===== src/rtl/mem_lsu_if.sv =====
// Core-side request/response and memory-side bus of the load/store unit.
// The master modport is the LSU view; slave is the core plus memory view.
interface mem_lsu_if;
   logic        req;
   logic        is_store;
   logic        is_byte;
   logic        sign_ext;
   logic [15:0] addr;
   logic [15:0] wdata;
   logic        busy;
   logic        done;
   logic [15:0] rdata;
   logic [15:0] addrm;
   logic [15:0] wmdata;
   logic        we;
   logic        mem_alu;
   logic [15:0] rmdata;

   modport master (
      input  req, is_store, is_byte, sign_ext, addr, wdata, rmdata,
      output busy, done, rdata, addrm, wmdata, we, mem_alu
   );

   modport slave (
      output req, is_store, is_byte, sign_ext, addr, wdata, rmdata,
      input  busy, done, rdata, addrm, wmdata, we, mem_alu
   );
endinterface


===== src/rtl/mem_lsu.sv =====
// Load/store initiator: splits byte and unaligned word accesses into aligned
// read / read-modify-write cycles against a 16-bit, byte-addressed memory.
module mem_lsu #(
   parameter int AW = 16,
   parameter int DW = 16
) (
   input logic       clock,
   input logic       reset,
   mem_lsu_if.master bus
);

   typedef enum logic [2:0] {
      IDLE  = 3'd0,
      RD_LO = 3'd1,
      WR_LO = 3'd2,
      RD_HI = 3'd3,
      WR_HI = 3'd4,
      DONE  = 3'd5
   } state_t;

   state_t          state_r;
   state_t          state_nx_s;
   logic [AW-1:0]   addr_r;
   logic [DW-1:0]   wdata_r;
   logic [DW-1:0]   buf_r;
   logic [DW-1:0]   rdata_r;
   logic [7:0]      lo_r;
   logic            store_r;
   logic            byte_r;
   logic            sext_r;

   logic [AW-1:0]   base_lo_s;
   logic [AW-1:0]   base_hi_s;
   logic            odd_s;
   logic [7:0]      rd_byte_s;
   logic [DW-1:0]   ext_byte_s;
   logic [AW-1:0]   addrm_s;
   logic [DW-1:0]   wmdata_s;
   logic            we_s;
   logic            mem_alu_s;

   assign odd_s     = addr_r[0];
   assign base_lo_s = {addr_r[AW-1:1], 1'b0};
   assign base_hi_s = base_lo_s + 16'd2;

   // Select and extend the addressed byte of the current read word.
   always_comb begin
      rd_byte_s  = 8'h00;
      ext_byte_s = 16'h0000;
      if (odd_s) begin
         rd_byte_s = bus.rmdata[15:8];
      end else begin
         rd_byte_s = bus.rmdata[7:0];
      end
      if (sext_r) begin
         ext_byte_s = {{8{rd_byte_s[7]}}, rd_byte_s};
      end else begin
         ext_byte_s = {8'h00, rd_byte_s};
      end
   end

   // State register.
   always_ff @(posedge clock or posedge reset) begin
      if (reset) begin
         state_r <= IDLE;
      end else begin
         state_r <= state_nx_s;
      end
   end

   // Next-state sequencing of the access steps.
   always_comb begin
      state_nx_s = state_r;
      case (state_r)
         IDLE: begin
            if (bus.req) begin
               if (bus.is_store && !bus.is_byte && !bus.addr[0]) begin
                  state_nx_s = WR_LO;
               end else begin
                  state_nx_s = RD_LO;
               end
            end else begin
               state_nx_s = IDLE;
            end
         end
         RD_LO: begin
            if (store_r) begin
               state_nx_s = WR_LO;
            end else if (!byte_r && odd_s) begin
               state_nx_s = RD_HI;
            end else begin
               state_nx_s = DONE;
            end
         end
         WR_LO: begin
            if (!byte_r && odd_s) begin
               state_nx_s = RD_HI;
            end else begin
               state_nx_s = DONE;
            end
         end
         RD_HI: begin
            if (store_r) begin
               state_nx_s = WR_HI;
            end else begin
               state_nx_s = DONE;
            end
         end
         WR_HI:   state_nx_s = DONE;
         DONE:    state_nx_s = IDLE;
         default: state_nx_s = IDLE;
      endcase
   end

   // Request capture and read-data handling.
   always_ff @(posedge clock or posedge reset) begin
      if (reset) begin
         addr_r  <= 16'h0000;
         wdata_r <= 16'h0000;
         buf_r   <= 16'h0000;
         rdata_r <= 16'h0000;
         lo_r    <= 8'h00;
         store_r <= 1'b0;
         byte_r  <= 1'b0;
         sext_r  <= 1'b0;
      end else begin
         case (state_r)
            IDLE: begin
               if (bus.req) begin
                  addr_r  <= bus.addr;
                  wdata_r <= bus.wdata;
                  store_r <= bus.is_store;
                  byte_r  <= bus.is_byte;
                  sext_r  <= bus.sign_ext;
               end
            end
            RD_LO: begin
               if (store_r) begin
                  buf_r <= bus.rmdata;
               end else if (byte_r) begin
                  rdata_r <= ext_byte_s;
               end else if (odd_s) begin
                  lo_r <= bus.rmdata[15:8];
               end else begin
                  rdata_r <= bus.rmdata;
               end
            end
            RD_HI: begin
               if (store_r) begin
                  buf_r <= bus.rmdata;
               end else begin
                  rdata_r <= {bus.rmdata[7:0], lo_r};
               end
            end
            default: begin
            end
         endcase
      end
   end

   // Memory-side decode; untouched bytes are rewritten from the word just read.
   always_comb begin
      addrm_s   = 16'h0000;
      wmdata_s  = 16'h0000;
      we_s      = 1'b0;
      mem_alu_s = 1'b0;
      case (state_r)
         RD_LO: begin
            addrm_s   = base_lo_s;
            mem_alu_s = 1'b1;
         end
         WR_LO: begin
            addrm_s   = base_lo_s;
            mem_alu_s = 1'b1;
            we_s      = 1'b1;
            if (!byte_r && !odd_s) begin
               wmdata_s = wdata_r;
            end else if (byte_r && !odd_s) begin
               wmdata_s = {buf_r[15:8], wdata_r[7:0]};
            end else begin
               wmdata_s = {wdata_r[7:0], buf_r[7:0]};
            end
         end
         RD_HI: begin
            addrm_s   = base_hi_s;
            mem_alu_s = 1'b1;
         end
         WR_HI: begin
            addrm_s   = base_hi_s;
            mem_alu_s = 1'b1;
            we_s      = 1'b1;
            wmdata_s  = {buf_r[15:8], wdata_r[15:8]};
         end
         default: begin
            addrm_s = 16'h0000;
         end
      endcase
   end

   assign bus.addrm   = addrm_s;
   assign bus.wmdata  = wmdata_s;
   assign bus.we      = we_s;
   assign bus.mem_alu = mem_alu_s;
   assign bus.busy    = (state_r != IDLE);
   assign bus.done    = (state_r == DONE);
   assign bus.rdata   = rdata_r;

endmodule


===== src/flat_wrapper.sv =====
// flat-port wrapper written by rule: the top's interface ports become plain ports
module mem_lsu_flat 
#(
   parameter int AW = 16,
   parameter int DW = 16
)
  (clock, reset, bus_req, bus_is_store, bus_is_byte, bus_sign_ext, bus_addr, bus_wdata, bus_rmdata, bus_busy, bus_done, bus_rdata, bus_addrm, bus_wmdata, bus_we, bus_mem_alu);
  mem_lsu_if bus_i ();
  input logic clock;
  input logic reset;
  input wire logic [$bits(bus_i.req)-1:0] bus_req;
  input wire logic [$bits(bus_i.is_store)-1:0] bus_is_store;
  input wire logic [$bits(bus_i.is_byte)-1:0] bus_is_byte;
  input wire logic [$bits(bus_i.sign_ext)-1:0] bus_sign_ext;
  input wire logic [$bits(bus_i.addr)-1:0] bus_addr;
  input wire logic [$bits(bus_i.wdata)-1:0] bus_wdata;
  input wire logic [$bits(bus_i.rmdata)-1:0] bus_rmdata;
  output wire logic [$bits(bus_i.busy)-1:0] bus_busy;
  output wire logic [$bits(bus_i.done)-1:0] bus_done;
  output wire logic [$bits(bus_i.rdata)-1:0] bus_rdata;
  output wire logic [$bits(bus_i.addrm)-1:0] bus_addrm;
  output wire logic [$bits(bus_i.wmdata)-1:0] bus_wmdata;
  output wire logic [$bits(bus_i.we)-1:0] bus_we;
  output wire logic [$bits(bus_i.mem_alu)-1:0] bus_mem_alu;
  assign bus_i.req = bus_req;
  assign bus_i.is_store = bus_is_store;
  assign bus_i.is_byte = bus_is_byte;
  assign bus_i.sign_ext = bus_sign_ext;
  assign bus_i.addr = bus_addr;
  assign bus_i.wdata = bus_wdata;
  assign bus_i.rmdata = bus_rmdata;
  assign bus_busy = bus_i.busy;
  assign bus_done = bus_i.done;
  assign bus_rdata = bus_i.rdata;
  assign bus_addrm = bus_i.addrm;
  assign bus_wmdata = bus_i.wmdata;
  assign bus_we = bus_i.we;
  assign bus_mem_alu = bus_i.mem_alu;
  mem_lsu #(.AW(AW), .DW(DW)) u_core (.clock(clock), .reset(reset), .bus(bus_i));
endmodule

===== config.mk =====
export PLATFORM = sky130hd
export DESIGN_NAME = mem_lsu_flat
export DESIGN_NICKNAME = d
export VERILOG_FILES = /design/src/rtl/mem_lsu_if.sv /design/src/rtl/mem_lsu.sv /design/src/flat_wrapper.sv
export SDC_FILE = /design/constraint.sdc
export NUM_CORES = 1
export LEC_CHECK = 0
export CAP_MARGIN = 5
export CORE_AREA = 2 2 120 122
export DETAILED_ROUTE_END_ITERATION = 6
export DIE_AREA = 0 0 122 124
export PLACE_DENSITY = 0.63
export SYNTH_ARGS = -nofsm -noshare
export SYNTH_HDL_FRONTEND = slang
export SYNTH_SLANG_ARGS = --single-unit

===== constraint.sdc =====
create_clock -name clock -period 2.5 [get_ports clock]
set_input_delay 0.5 -clock clock [delete_from_list [all_inputs] [get_ports clock]]
set_output_delay 0.5 -clock clock [all_outputs]
set_load 0.05 [all_outputs]

=== Word level (Yosys, flattened, before mapping) ===
Index checks and enable logic that the tools add are counted.

* ROM bits: 0
* Bits in latches: 0
* Output and inout bits: 52
* Bits in writable memories: 0
* Input bits: 54
* Logic and storage cells: 60
* Flip-flop bits (word level): 78
* Memories kept: 0

* Shifts and indexed selects: 0
* Order comparisons: 0
* Bitwise operators: 2
* Mux-type cells: 19
* Add/sub/neg operators: 1
* Reduce and logical (&&, ||, !) cells: 21
* Multipliers: 0
* Div/mod/pow operators: 0
* Equal/unequal tests: 8

{| class="wikitable"
|+ Operators with widths
! kind !! number
|-
| $mux W16 || 7
|-
| $pmux W16 S2 || 3
|-
| $add A16 B2 Y16 const B || 1
|-
| $pmux W3 S5 || 1
|-
| $mux W8 || 1
|-
| $reduce_and A4 Y1 || 2
|-
| $reduce_or A2 Y1 || 4
|-
| $eq A3 B2 Y1 const B || 2
|-
| $eq A3 B3 Y1 const B || 2
|-
| $mux W3 || 2
|-
| $logic_and A1 B1 Y1 || 5
|-
| $logic_not A1 Y1 || 4
|-
| $mux W2 || 2
|-
| $ne A2 B2 Y1 const B || 2
|-
| $reduce_and A2 Y1 || 2
|-
| $reduce_or A4 Y1 || 1
|-
| $eq A3 B1 Y1 const B || 1
|-
| $logic_not A3 Y1 || 1
|-
| $mux W1 || 3
|-
| $ne A3 B3 Y1 const B || 1
|-
| $reduce_bool A3 Y1 || 1
|-
| $not A1 Y1 || 2
|-
| $reduce_bool A2 Y1 || 1
|}

=== Depth between registers and ports, before layout ===
Gate-level depths: netlist of run 1.

* Word-level depth: 6
* Depth in mapped cells: 7
* Depth with buffers taken out: 5

=== Least setup slack after synthesis of run 1 ===
No wires, ideal clock.

* Kind: reg-to-output
* Start point: reg u_core.state_r[1]
* End point: out bus_addrm[7]
* Stages on the path, launching flop included: 7
* Arrival time: 2.924 ns
* Slack: -0.924 ns
* Buffers on the path: 3
* Required time: 2.000 ns
* Path through: dfrtp_1 buf_6 or3b_1 buf_6 and2_4 buf_6 o41ai_1

* Cells in the longest elaborated chain, start to end: 3
* Elaborated cells between the ends (all ways): 7
* Those cells by class: eq/ne (4); mux (1); reduce/logical (2)

{| class="wikitable"
|+ Ends and longest elaborated chain
! what !! RTL line !! RTL
|-
| from (decl) || mem_lsu.sv:21 || <nowiki>state_t state_r;</nowiki>
|-
| from (signal assigned) || mem_lsu.sv:67 || <nowiki>state_r <= state_nx_s;</nowiki>
|-
| $eq A3 B3 Y1, or another cell as far along || mem_lsu.sv:167 || <nowiki>case (state_r)</nowiki>
|-
| $reduce_or A2 Y1 (no line) || - ||
|-
| $pmux W16 S2 * || mem_lsu.sv:167 ||
|-
| to (decl) || flat_wrapper.sv:21 || <nowiki>output wire logic [$bits(bus_i.addrm)-1:0] bus_addrm;</nowiki>
|}

Every way passes the cells marked *; elsewhere a longest branch is shown, timed or not.

=== Worst setup path in the final report of run 1 ===
* Start point: reg u_core.state_r[1]
* End point: out bus_addrm[11]

Same word-level chain as after synthesis.

==> results of run 1 <==
## stage by stage
| stage | instances | hold slack (ns) | TNS [ns] | power [W] | worst slack [ns] |
|---|---|---|---|---|---|
| 3_3_place_gp | 655 | 0.467 | 0 | 0.00860 | 0.158 |
| 2_1_floorplan | 377 | 0.479 | -0.374 | 0.00623 | -0.272 |
| 5_1_grt | 681 | 0.507 | -0.851 | 0.0109 | -0.131 |
| 4_1_cts | 678 | 0.482 | -0.157 | 0.0103 | -0.0939 |
| 3_5_place_dp | 655 | 0.466 | 0 | 0.00871 | 0.0767 |
| 6_report | 681 | 0.480 | -0.113 | 0.0104 | -0.0797 |
## registers in the layout, summed over array words and instances (netlist names)
register,flops
u_core.store_r,1
u_core.addr_r,16
u_core.wdata_r,16
u_core.lo_r,8
u_core.sext_r,1
u_core.bus.rdata,16
u_core.byte_r,1
u_core.state_r,3
u_core.buf_r,16
## cell usage after synthesis, types with 2 or more instances
library cell	instances
dfrtp_1	78
a22oi_1	11
clkbuf_1	15
nand2_1	35
nand3_1	4
o21ai_0	26
nand4_1	2
o31ai_1	2
o22ai_1	8
mux2_2	59
nand2b_1	3
o2bb2ai_1	8
a31oi_1	8
nand3b_1	2
xor2_1	2
nor2b_1	11
o21ai_1	2
a21oi_1	8
buf_6	3
mux2i_1	19
nor2_1	16
and3_1	5
a211oi_1	8
and2_1	2
buf_2	6
a21o_1	10
inv_1	4
## cells by family (layout without fill, tap and decap cells)
kind of cell | after synthesis | count (layout) | share of synthesized area [%]
compound gates | 99 | 99 | 16.0
simple gates | 89 | 89 | 10.8
mux | 78 | 78 | 21.0
flops | 78 | 78 | 47.9
buf+inv | 29 | 153 | 3.50
xor+xnor | 2 | 2 | 0.430
fa+ha+maj | 1 | 1 | 0.307
other cells | 1 | 1 | 0.0921
## placed cells by master (no fill, tap or decap), types with 3 or more instances in the layout
master | synthesis | layout
dfrtp_1 | 78 | 74
clkdlybuf4s50_1 | 0 | 69
mux2_2 | 59 | 59
buf_12 | 0 | 35
nand2_1 | 35 | 34
buf_4 | 1 | 26
mux2i_1 | 19 | 18
nor2_1 | 16 | 15
o21ai_0 | 26 | 13
a21o_1 | 10 | 10
a22oi_1 | 11 | 10
nor2b_1 | 11 | 9
clkbuf_16 | 0 | 9
a211oi_1 | 8 | 8
o22ai_1 | 8 | 8
o21ai_2 | 0 | 7
o21ai_1 | 2 | 7
o2bb2ai_2 | 0 | 7
a21oi_1 | 8 | 6
and3_1 | 5 | 5
a31oi_1 | 8 | 4
dfrtp_2 | 0 | 4
nand2b_1 | 3 | 3
inv_1 | 4 | 3
nand3_1 | 4 | 3
clkbuf_1 | 15 | 3
## timing repair
item / CTS / global route
cloned: 0 / 1
endpoints found under the setup margin: 30 / 21
pin swaps: 2 / 3
setup buffers: 7 / 2
gates resized for setup: 10 / 21
## report_power, final
group          leakage [nW]  internal (W)  switching, W
Sequential            0.926       0.00192      0.000585
Clock                 0.150      0.000903      0.000502
Combinational          1.56       0.00296       0.00349
## worst max-delay path, cell delays in order (launching register included)
cell,delay [ns]
dfrtp_2,0.43
or3b_4,0.41
and2_4,0.20
or4_4,0.48
nand3_2,0.09
buf_12,0.14
## path summary, 6_finish.rpt
check | startpoint | end | slack (ns) | cells after the start
worst max-delay path | u_core.state_r[1] | bus_addrm[11] | -0.08 | 5
worst min-delay path | u_core.bus.rdata[2] | u_core.bus.rdata[2] | 0.48 | 1
worst max register to register | u_core.state_r[1] | u_core.addr_r[7] | 0.28 | 7
worst min register to register | u_core.bus.rdata[2] | u_core.bus.rdata[2] | 0.48 | 1
max in group asynchronous | reset | u_core.state_r[1] | 1.56 | 3
min in group asynchronous | reset | u_core.bus.rdata[2] | 0.56 | 3
## routing by layer
layer / GRT usage [%] / routed length, um / vias to the layer above / part of all wire [%]
li1: - / - / 1619 / -
met1: 19.1 / 5000 / 1713 / 42
met2: 28.5 / 6210 / 98 / 52
met3: 4.81 / 674 / 10 / 5.6
met4: 3.45 / 115 / 0 / 0.96
met5: 0 / 0 / - / 0
## layout make-up
cell class              count  share of cell area (%)
multi-input cells         270                    35.0
flip-flops and latches     78                    30.8
repair buffers            133                    25.5
clock buffers              13                    3.93
well taps                 180                    3.54
clock inverters             3                    1.06
inverters                   4                   0.236
==> summary by stage, run 1 <==
Die
The initial utilization of the core area, before any placement, comes to between 20% and 30%. The area inside the core boundary is between 0.01 and 0.015 mm^2. In this run the vertical extent of the chip is about 120 um. The die area is between 0.015 and 0.02 mm^2.

From left edge to right edge, the die measures 122 um. Row generation in the floorplan step produced 43 rows. The number of placed I/O pins is between 100 and 150.

STA
The count of final hold-check violations is 0. The achievable frequency is 388 MHz. The share of the cycle needed by the critical path after routing is 103%. The time the worst path needs with I/O delays and setup is roughly 2.6 ns.

After layout, the worst setup slack is -0.0797 ns. Clock skew on the completed layout was measured at approximately 0.0082 ns. Headroom to the max-slew limit came out at roughly 65%.

For the pin with the worst max-slew slack, the measured transition is 0.529 ns. The max-slew violation count is 0. Setup violations remaining at the end of the flow were counted as 3. Setup repair after global routing could not meet its margin everywhere.

Logic synthesis
After synthesis the netlist holds a flip-flop and latch count of 78. The number of distinct library cells after synthesis is 47. The top flip-flop cell by instance count after synthesis is dfrtp_1. Counting flops with a built-in enable in the synthesized netlist gives 0. After synthesis the cells add up to roughly 0.0041 mm^2. In the synthesized netlist the async set-or-reset flop fraction comes to between 90% and 100%. The proportion of synthesized chip area in sequential cells is a little under half. In the synthesized netlist, the number of instances is approximately 380.

The biggest area contributor in the post-synthesis netlist is dfrtp_1. Sorting the synthesized cells by area gives the leading types as dfrtp_1 (48%), mux2_2 (16%), mux2i_1 (4.7%). Of the post-synthesis cell area, the dominant cell type holds between 40% and 50%. The number of nets in the synthesized netlist is between 400 and 500.

The Yosys step of the flow raised 0 warnings. The mean cell area of the mapped netlist is 10.8 um^2.

Clock tree
The clock tree buffer depth is 2. The insertion delay of the later-clocked pin in the worst-skew pair is around 0.34 ns. The clock tree synthesis step divided the H-tree into 3 levels. CTS placed an instance of clkbuf_16 at the clock tree root. The number of clock sinks is 78. The count of hold-fix buffers inserted at cts is 0. The clock tree from TritonCTS is yes. The post-CTS clock slew at the launch and capture registers of the worst setup and hold paths is around 0.060 ns. Clock tree synthesis inserted a total of 9 buffers.

Routing
The via density per instance is 5.05. The routed wire length is about 12 mm. The routed layout has around 3400 vias. The pre-antenna-repair detailed-routing pass consisted of 4 iterations. Dividing the detail-routed wire length by the instance count gives 17.6 um.

The remaining routing DRC violations is 0. The number of antenna-violating nets in the routed design is 0. The number of DRC violations after detailed-routing iteration 0 is between 150 and 200.

Outcome
The run finished, with violations left. The final reports fail on negative setup slack.

Power
The power per standard cell area is approximately 1600 mW/mm^2. IR analysis of the VDD net gives a maximum drop of ~0.00074 V. The leakage power total is between 2 and 3 nW.

Final layout
The final design area excluding fillers is about 0.0064 mm^2. Cells fill 46.4% of the core in the end. The area taken by flip-flops and latches is 0.00196 mm^2.

From synthesis to final layout, the design area changed by 56.2%. The repair_antennas step left the layout with diodes totalling 0. In the final layout, the multi-input gates occupy between 0.002 and 0.0025 mm^2.

In the final layout, the share of cells above drive strength 1 is around 36%. The final net count is 551. The number of filler cells placed in the layout is around 1300.

Placed design
The number of buffer cells added on primary ports is ~100. The final HPWL from detailed placement is 8.53 mm. The final weighted congestion of routability-driven global placement is 0.862. The instance area at placement is around 0.0059 mm^2.

Global route
The largest net degree at the start of global routing is roughly 80. The total congestion overflow after global routing is 0. For this run, the total global-route usage over all layers was measured as between 10% and 20%.

The number of antenna violations at the first check in global routing is 0. The via count of the first global-routing pass is 3566. The first global-routing pass estimated between 15 and 20 mm of wire.

Setup path
The endpoint class of the critical path is an output pin. Data on the critical path arrives at its endpoint at between 2 and 2.5 ns. The category of the worst setup path launch point is a flip-flop. Data on the critical path is required at its endpoint by about 2.0 ns. In this run the worst path has a maximum fanout of 6. By startpoint and endpoint, the worst setup path is classified as reg -> out.

Run
Across the run, the number of max-cap violations was 0.

Hold path
The path class of the tightest hold or removal check is reg -> reg.
No activity file was read; power rests on OpenSTA's default activity.
==> run 2: changes to the inputs <==
- GPL_TIMING_DRIVEN: default -> 0
- RECOVER_POWER: default -> 50
==> run 2 against run 1 <==
The flow still finishes with violations (negative setup slack). Clock power is 6% lower. Wire length grew 3.6%. Highest routed layer unchanged. Setup slack worse by 0.095 ns. Combinational power shrank 9.8%. Die area unchanged. Cell count grew 2.2%. Power fell by 6.6%.
==> summary by stage, run 2 (synthesis results as in run 1) <==
Routing
Summed over all layers, the routed wires come to roughly 12 mm. The detailed-routing iteration count for the pre-antenna-repair pass is 4. The remaining routing DRC violations is 0.

The number of DRC violations after detailed-routing iteration 0 is 247. The detailed router placed approximately 3500 vias in this run. Dividing the detail-routed wire length by the instance count gives around 18 um. The via density per instance is 5.10.

The number of antenna-violating nets in the routed design is 0.

Die
The die area is roughly 0.015 mm^2. The die span in x is roughly 120 um. The initial core utilization is about 30%.

The floorplan row count is 43. The number of placed I/O pins is 106. Measured along the y axis, the die boundary spans ~120 um.

The region available for standard cell placement spans around 0.014 mm^2.

Outcome
The run finished, with violations left. The checks that failed: negative setup slack.

Setup path
STA classifies the critical path endpoint as an output pin. The path type of the worst setup path is reg -> out. For the worst flop-to-flop path, the logic depth is 5. The required time at the worst-slack endpoint is ~2 ns. The data arrival at the endpoint of the critical path is ~2.2 ns. STA classifies the critical path startpoint as a flip-flop. The biggest fanout along the worst timing path is 6.

STA
The final setup slack of the worst path is -0.175 ns. The count of final hold-check violations came to 0. The final hold slack is 0.479 ns. For the pin with the worst max-slew slack, the measured transition is between 0.9 and 1 ns. Setup repair after global routing could not meet its margin everywhere.

The share of the cycle needed by the critical path after routing is 107%. The time the worst path needs with I/O delays and setup is ~2.7 ns. The achievable frequency is 374 MHz. The final number of setup-violating endpoints is 9.

The max-slew violation count is 0. The worst slew margin relative to its limit is about a third. The clock arrives with about 0.015 ns of skew.

Final layout
The most frequent standard cell in the layout excluding fill and tap cells is dfrtp_1. The number of antenna diodes in the final layout is 0. The proportion of layout cells with a drive suffix above 1 is 37.6%.

Relative to the synthesized area, the layout overhead comes to 50.8%. The number of filler cells placed in the layout is 1334. In the layout the commonest cells are dfrtp_1 (73), clkdlybuf4s50_1 (68), mux2_2 (59), nand2_1 (35), buf_6 (26).

The final net count is 566.

Power
VDD sags by at most around 0.00063 V. The proportion of power drawn by the clock network is about 14%. The sequential power share is between 20% and 30%. The cell internal power dissipation is a little over 0.005 W. The analysis attributes to cell leakage a power of 2.61 nW. The power per standard cell area is about 1600 mW/mm^2. For this design the total switching power over the nets is between 0.004 and 0.005 W.

After layout, the design draws a total of roughly 0.0097 W. The combinational fraction of design power is 60.2%. In this run switching power makes up 47.1% of total power.

Global route
The met3 capacity usage during global routing is between 3 and 4%. The global-route usage over all layers is 16.2%. The number of antenna violations at the first check in global routing is 0.

The most congested layer reported by global routing is met2. The total congestion overflow after global routing is 0. Global routing used between 20% and 30% of the available met2 tracks.

The via count of the first global-routing pass is 3547. Global routing consumed, on the met1 layer, 20.7% of the routing resources. Entering global routing, the biggest net connects 73 pins. The first global-routing pass estimated ~19 mm of wire.

Clock tree
The number of clock buffers added by TritonCTS is 9. The number of hold buffers added after CTS was 0. The clock root buffer is clkbuf_16. For this design, the sink count on the clock tree is 78. The post-CTS clock slew at the launch and capture registers of the worst setup and hold paths is about 0.060 ns.

The longest clock path from root to sink contains 2 buffers. The H-tree generated during clock tree synthesis spans 3 levels. The clock reaches the later pin of the worst-skew pair after 0.35 ns. The clock tree from TritonCTS is yes.

Placed design
Once detailed placement completed, the half-perimeter wirelength came to just under 9 mm. The number of buffer cells added on primary ports is around 100. The final weighted congestion of routability-driven global placement is between 0.8 and 0.9. At the placement stage, the worst setup path has a slack of -0.708 ns.

Hold path
Along the worst hold path, the cell count comes to 1. The class of the most critical hold timing path is reg -> reg.

Run
The max-cap check violation count is 0.
==> run 2: per-stage QoR <==
step	cells	util [%]	instance area [um^2]	setup TNS (ns)
floorplan	377	-	4220	-0.374
global placement	661	40.0	5480	-114.67
detailed placement	662	40.2	5510	-16.90
CTS	689	43.5	5970	-0.991
global route	696	44.8	6140	-1.37
finish	696	44.8	6140	-0.757
==> run 2: final timing paths <==
check / endpoint / slack [ns] / from
max: bus_addrm[7] / -0.17 / u_core.state_r[0]
min: u_core.bus.rdata[2] / 0.48 / u_core.bus.rdata[2]
max reg2reg: u_core.bus.rdata[13] / 0.55 / u_core.addr_r[0]
min reg2reg: u_core.bus.rdata[2] / 0.48 / u_core.bus.rdata[2]
max in group asynchronous: u_core.state_r[2] / 0.58 / reset
min in group asynchronous: u_core.addr_r[2] / 0.56 / reset
==> run 2: repair_timing <==
action | 4_1_cts | 5_1_grt
buffers inserted | 13 | 7
hold endpoints to repair | 0 | 0
resized for setup | 229 | 51
setup endpoints to repair | 34 | 31
gates cloned | 1 | 2
pin swaps | 10 | 7
==> run 2: worst max-delay path, stage by stage, from the launching register on <==
cell and delay (ns):
dfrtp_1 0.41, or3b_1 0.39, buf_6 0.14, buf_4 0.13, and2_4 0.15, o41ai_2 0.34
buf_4 0.27
==> run 2: power by group through the flow <==
stage / Combinational [W] / Clock, W / Sequential [W]
final: 0.00582 / 0.00133 / 0.00252
after global routing: 0.00614 / 0.00142 / 0.00261
after CTS: 0.00558 / 0.00137 / 0.00248
after detailed placement: 0.00535 / 0 / 0.00250
after global placement: 0.00527 / 0 / 0.00247
after floorplan: 0.00348 / 0 / 0.00275
==> run 2: final cells by class <==
type	instances	area, um^2	area share [%]
flip-flops and latches	78	1960	31.9
clock buffers	9	225	3.67
inverters	4	16.3	0.265
repair buffers	125	1220	19.8
plain buffers	21	161	2.63
well taps	180	225	3.67
multi-input cells	272	2260	36.8
clock inverters	7	78.8	1.28
==> run 2: layer usage <==
layer  vias to the layer above  part of all wire (%)
met5                         -                     0
met4                         0                   1.1
met3                        14                   5.2
met2                       122                    50
met1                      1751                    44
li1                       1662                     -
==> run 3: changes to the inputs <==
- CORE_AREA: 2 2 120 122 -> 2 2 122 124
- DIE_AREA: 0 0 122 124 -> 0 0 124 126
- PLACE_DENSITY: 0.63 -> 0.61
==> run 3 against run 2 <==
The flow still finishes with violations (negative setup slack). Power up 1.9%. Global-route usage shrank 0.084 points. Non-clock buffer count is 4 higher. Sequential share of layout area shrank 0.37 points.
==> summary by stage, run 3 (synthesis results as in run 1) <==
Outcome
The run finished, with violations left. The checks that failed: negative setup slack.

Die
Measured along the y axis, the die boundary spans 126 um. Row generation in the floorplan step produced 44 rows. The die area is 0.0156 mm^2. The die span in x is 124 um.

The area inside the core boundary is 0.0143 mm^2. During I/O placement, the number of pins put on the boundary was between 100 and 150. The initial core utilization is between 20 and 30%.

Clock tree
The clock tree buffer depth is 2. The insertion delay of the later-clocked pin in the worst-skew pair is 0.34 ns. The clock tree from TritonCTS is yes. The H-tree depth is 3. The tree built by TritonCTS fans out to 78 sinks. Clock-pin slew was measured on the worst setup and hold paths at roughly 0.060 ns. The clock root buffer is clkbuf_16.

Hold repair after CTS inserted 0 buffers. The number of clock buffers inserted by TritonCTS is 9.

STA
The max-slew violation count is 0. Across the routed clock network, the largest skew measured is between 0.005 and 0.006 ns. Setup repair after global routing could not meet its margin everywhere.

The achievable frequency is 378 MHz. Final hold analysis gives a worst-case slack of between 0.4 and 0.5 ns. After layout, the worst path uses 106% of the clock period. The final number of setup-violating endpoints is 26. The final setup slack of the worst path is -0.145 ns. The count of final hold-check violations came to 0. At the pin with the least slew margin, the transition time is between 1 and 1.5 ns. The worst slew margin relative to its limit is about a third. The time the worst path needs with I/O delays and setup is about 2.6 ns.

Power
Per report_power, the combinational group accounts for 61.2% of the total. The total net switching power is ~0.0046 W. The post-layout total power is roughly 0.01 W. Net switching is between 40 and 50% of the power.

The proportion of power drawn by the clock network is 13.3%. The worst-case IR drop observed on VDD is roughly 0.00068 V. The sequential power share is 25.5%. Cell internal power was estimated by the tool at between 0.005 and 0.006 W. Power spread over the standard cell area amounts to approximately 1600 mW/mm^2. The analysis attributes to cell leakage a power of between 2 and 3 nW.

Global route
The total congestion overflow after global routing is 0. The number of antenna violations at the first check in global routing is 0. The first global-routing pass estimated around 19 mm of wire. The largest net degree at the start of global routing is 58. Across every metal layer, demand over resource in global routing totals between 15 and 20%. The via count of the first global-routing pass is 3665.

Final layout
Summing all non-filler instances in the final layout gives an area of just over 0.006 mm^2. Measured on the finished design, the core utilization comes to a little over two fifths. In the final design database the tool counted 569 nets. The area growth from synthesis to layout is 52.5%. The library cells used most frequently in the layout, excluding fill and tap cells, are dfrtp_1 (73), clkdlybuf4s50_1 (68), mux2_2 (59), nand2_1 (34), buf_6 (31).

The proportion of layout cells with a drive suffix above 1 is about two fifths. The number of antenna cells inserted is 0. The library cell used most frequently in the layout, excluding fill and tap cells, is dfrtp_1. The number of non-filler instances in the completed layout is ~700. The layout has between 1000 and 1500 filler cells.

Setup path
The reg-to-reg critical path startpoint is u_core.state_r[1]. STA classifies the critical path startpoint as a flip-flop. The worst setup path is captured at an output pin. The biggest fanout along the worst timing path is 5. The path type of the worst setup path is reg -> out. The endpoint identified for the worst register-to-register timing path is u_core.addr_r[3]. The data arrival at the endpoint of the critical path is between 2 and 2.5 ns. The cell count of the worst reg-to-reg path is 5. The required time at the worst-slack endpoint is around 2 ns. The setup check on the worst reg-to-reg path leaves a slack of ~0.32 ns.

Placed design
Once detailed placement completed, the half-perimeter wirelength came to 9.00 mm. The number of placed instances, taps included is 666. The placed instances occupy a cell area of roughly 0.0055 mm^2. The congestion estimate from routability-driven global placement came to around 0.82. The number of buffer cells added on primary ports is 104.

Routing
After detailed routing, the number of vias per cell comes to between 5 and 6. Wires add up to 12.6 mm. After detailed routing, the average wire length per cell comes to 17.9 um. In the routed design, unresolved DRC markers number 0. Once detail routing completed, the nets flagged for antenna violations numbered 0. For this block, the via count after detailed routing is around 3600. The detailed-routing iteration count for the pre-antenna-repair pass is 4.

The number of DRC violations after detailed-routing iteration 0 is around 120.

Hold path
The start point of the worst hold path is u_core.bus.rdata[2]. The class of the most critical hold timing path is reg -> reg. The path with the worst hold slack has its endpoint at u_core.bus.rdata[2]. The cell count of the worst hold path is 1.

Run
The max-cap check violation count is 0.
==> run 3: how the worst max path moves through the flow <==
| stage | start | end | slack (ns) | cells after the start |
|---|---|---|---|---|
| after floorplan | u_core.state_r[1] | bus_addrm[7] | -0.27 | 6 |
| after global placement | reset | u_core.wdata_r[12] | -1.28 | 2 |
| after detailed placement | u_core.state_r[0] | bus_addrm[11] | -0.70 | 7 |
| after CTS | u_core.state_r[1] | bus_addrm[11] | -0.22 | 7 |
| after global routing | u_core.state_r[2] | bus_addrm[11] | -0.20 | 5 |
| final | u_core.state_r[1] | bus_addrm[11] | -0.14 | 5 |
==> run 3: layout make-up <==
cell class	count	area (um^2)	area share [%]
Tap cell	184	230	3.71
Inverter	4	16.3	0.262
Buffer	17	118	1.89
Sequential cell	78	1960	31.5
Timing Repair Buffer	133	1300	20.9
Multi-Input combinational cell	271	2290	36.9
Clock inverter	6	70.1	1.13
Clock buffer	10	229	3.69
==> run 3: worst max-delay path: stages, from the launching register on <==
cell and delay [ns]:
dfrtp_2 0.43, or3b_4 0.44, and2_4 0.20, or4_4 0.51
nand3_2 0.09, buf_8 0.14
==> run 3: per-stage QoR <==
step                TNS (ns)  setup slack, ns
detailed placement    -17.00           -0.698
CTS                    -1.20           -0.223
finish                 -1.14           -0.145
global placement     -115.04            -1.28
global route           -3.42           -0.203
floorplan             -0.374           -0.272
==> run 3: what timing repair did <==
action | CTS | global route
gates cloned | 1 | 2
endpoints found under the setup margin | 34 | 33
hold endpoints to repair | 0 | 0
buffers inserted | 11 | 15
gates resized for setup | 227 | 78
pin swaps | 10 | 15
==> run 3: power by group through the flow <==
stage	Clock [W]	Combinational, W	Sequential (W)
6_report	0.00132	0.00603	0.00251
5_1_grt	0.00141	0.00638	0.00260
4_1_cts	0.00135	0.00567	0.00248
3_5_place_dp	0	0.00538	0.00249
3_3_place_gp	0	0.00528	0.00246
2_1_floorplan	0	0.00348	0.00275
==> run 3: routing by layer <==
layer	global-route usage, %	up-vias	share of wire [%]	wire length [um]
met2	26.6	105	50	6270
met5	0	-	0	0
met4	6.68	0	2.6	329
met1	20.4	1775	43	5370
met3	3.31	28	5.0	632
li1	-	1663	-	-
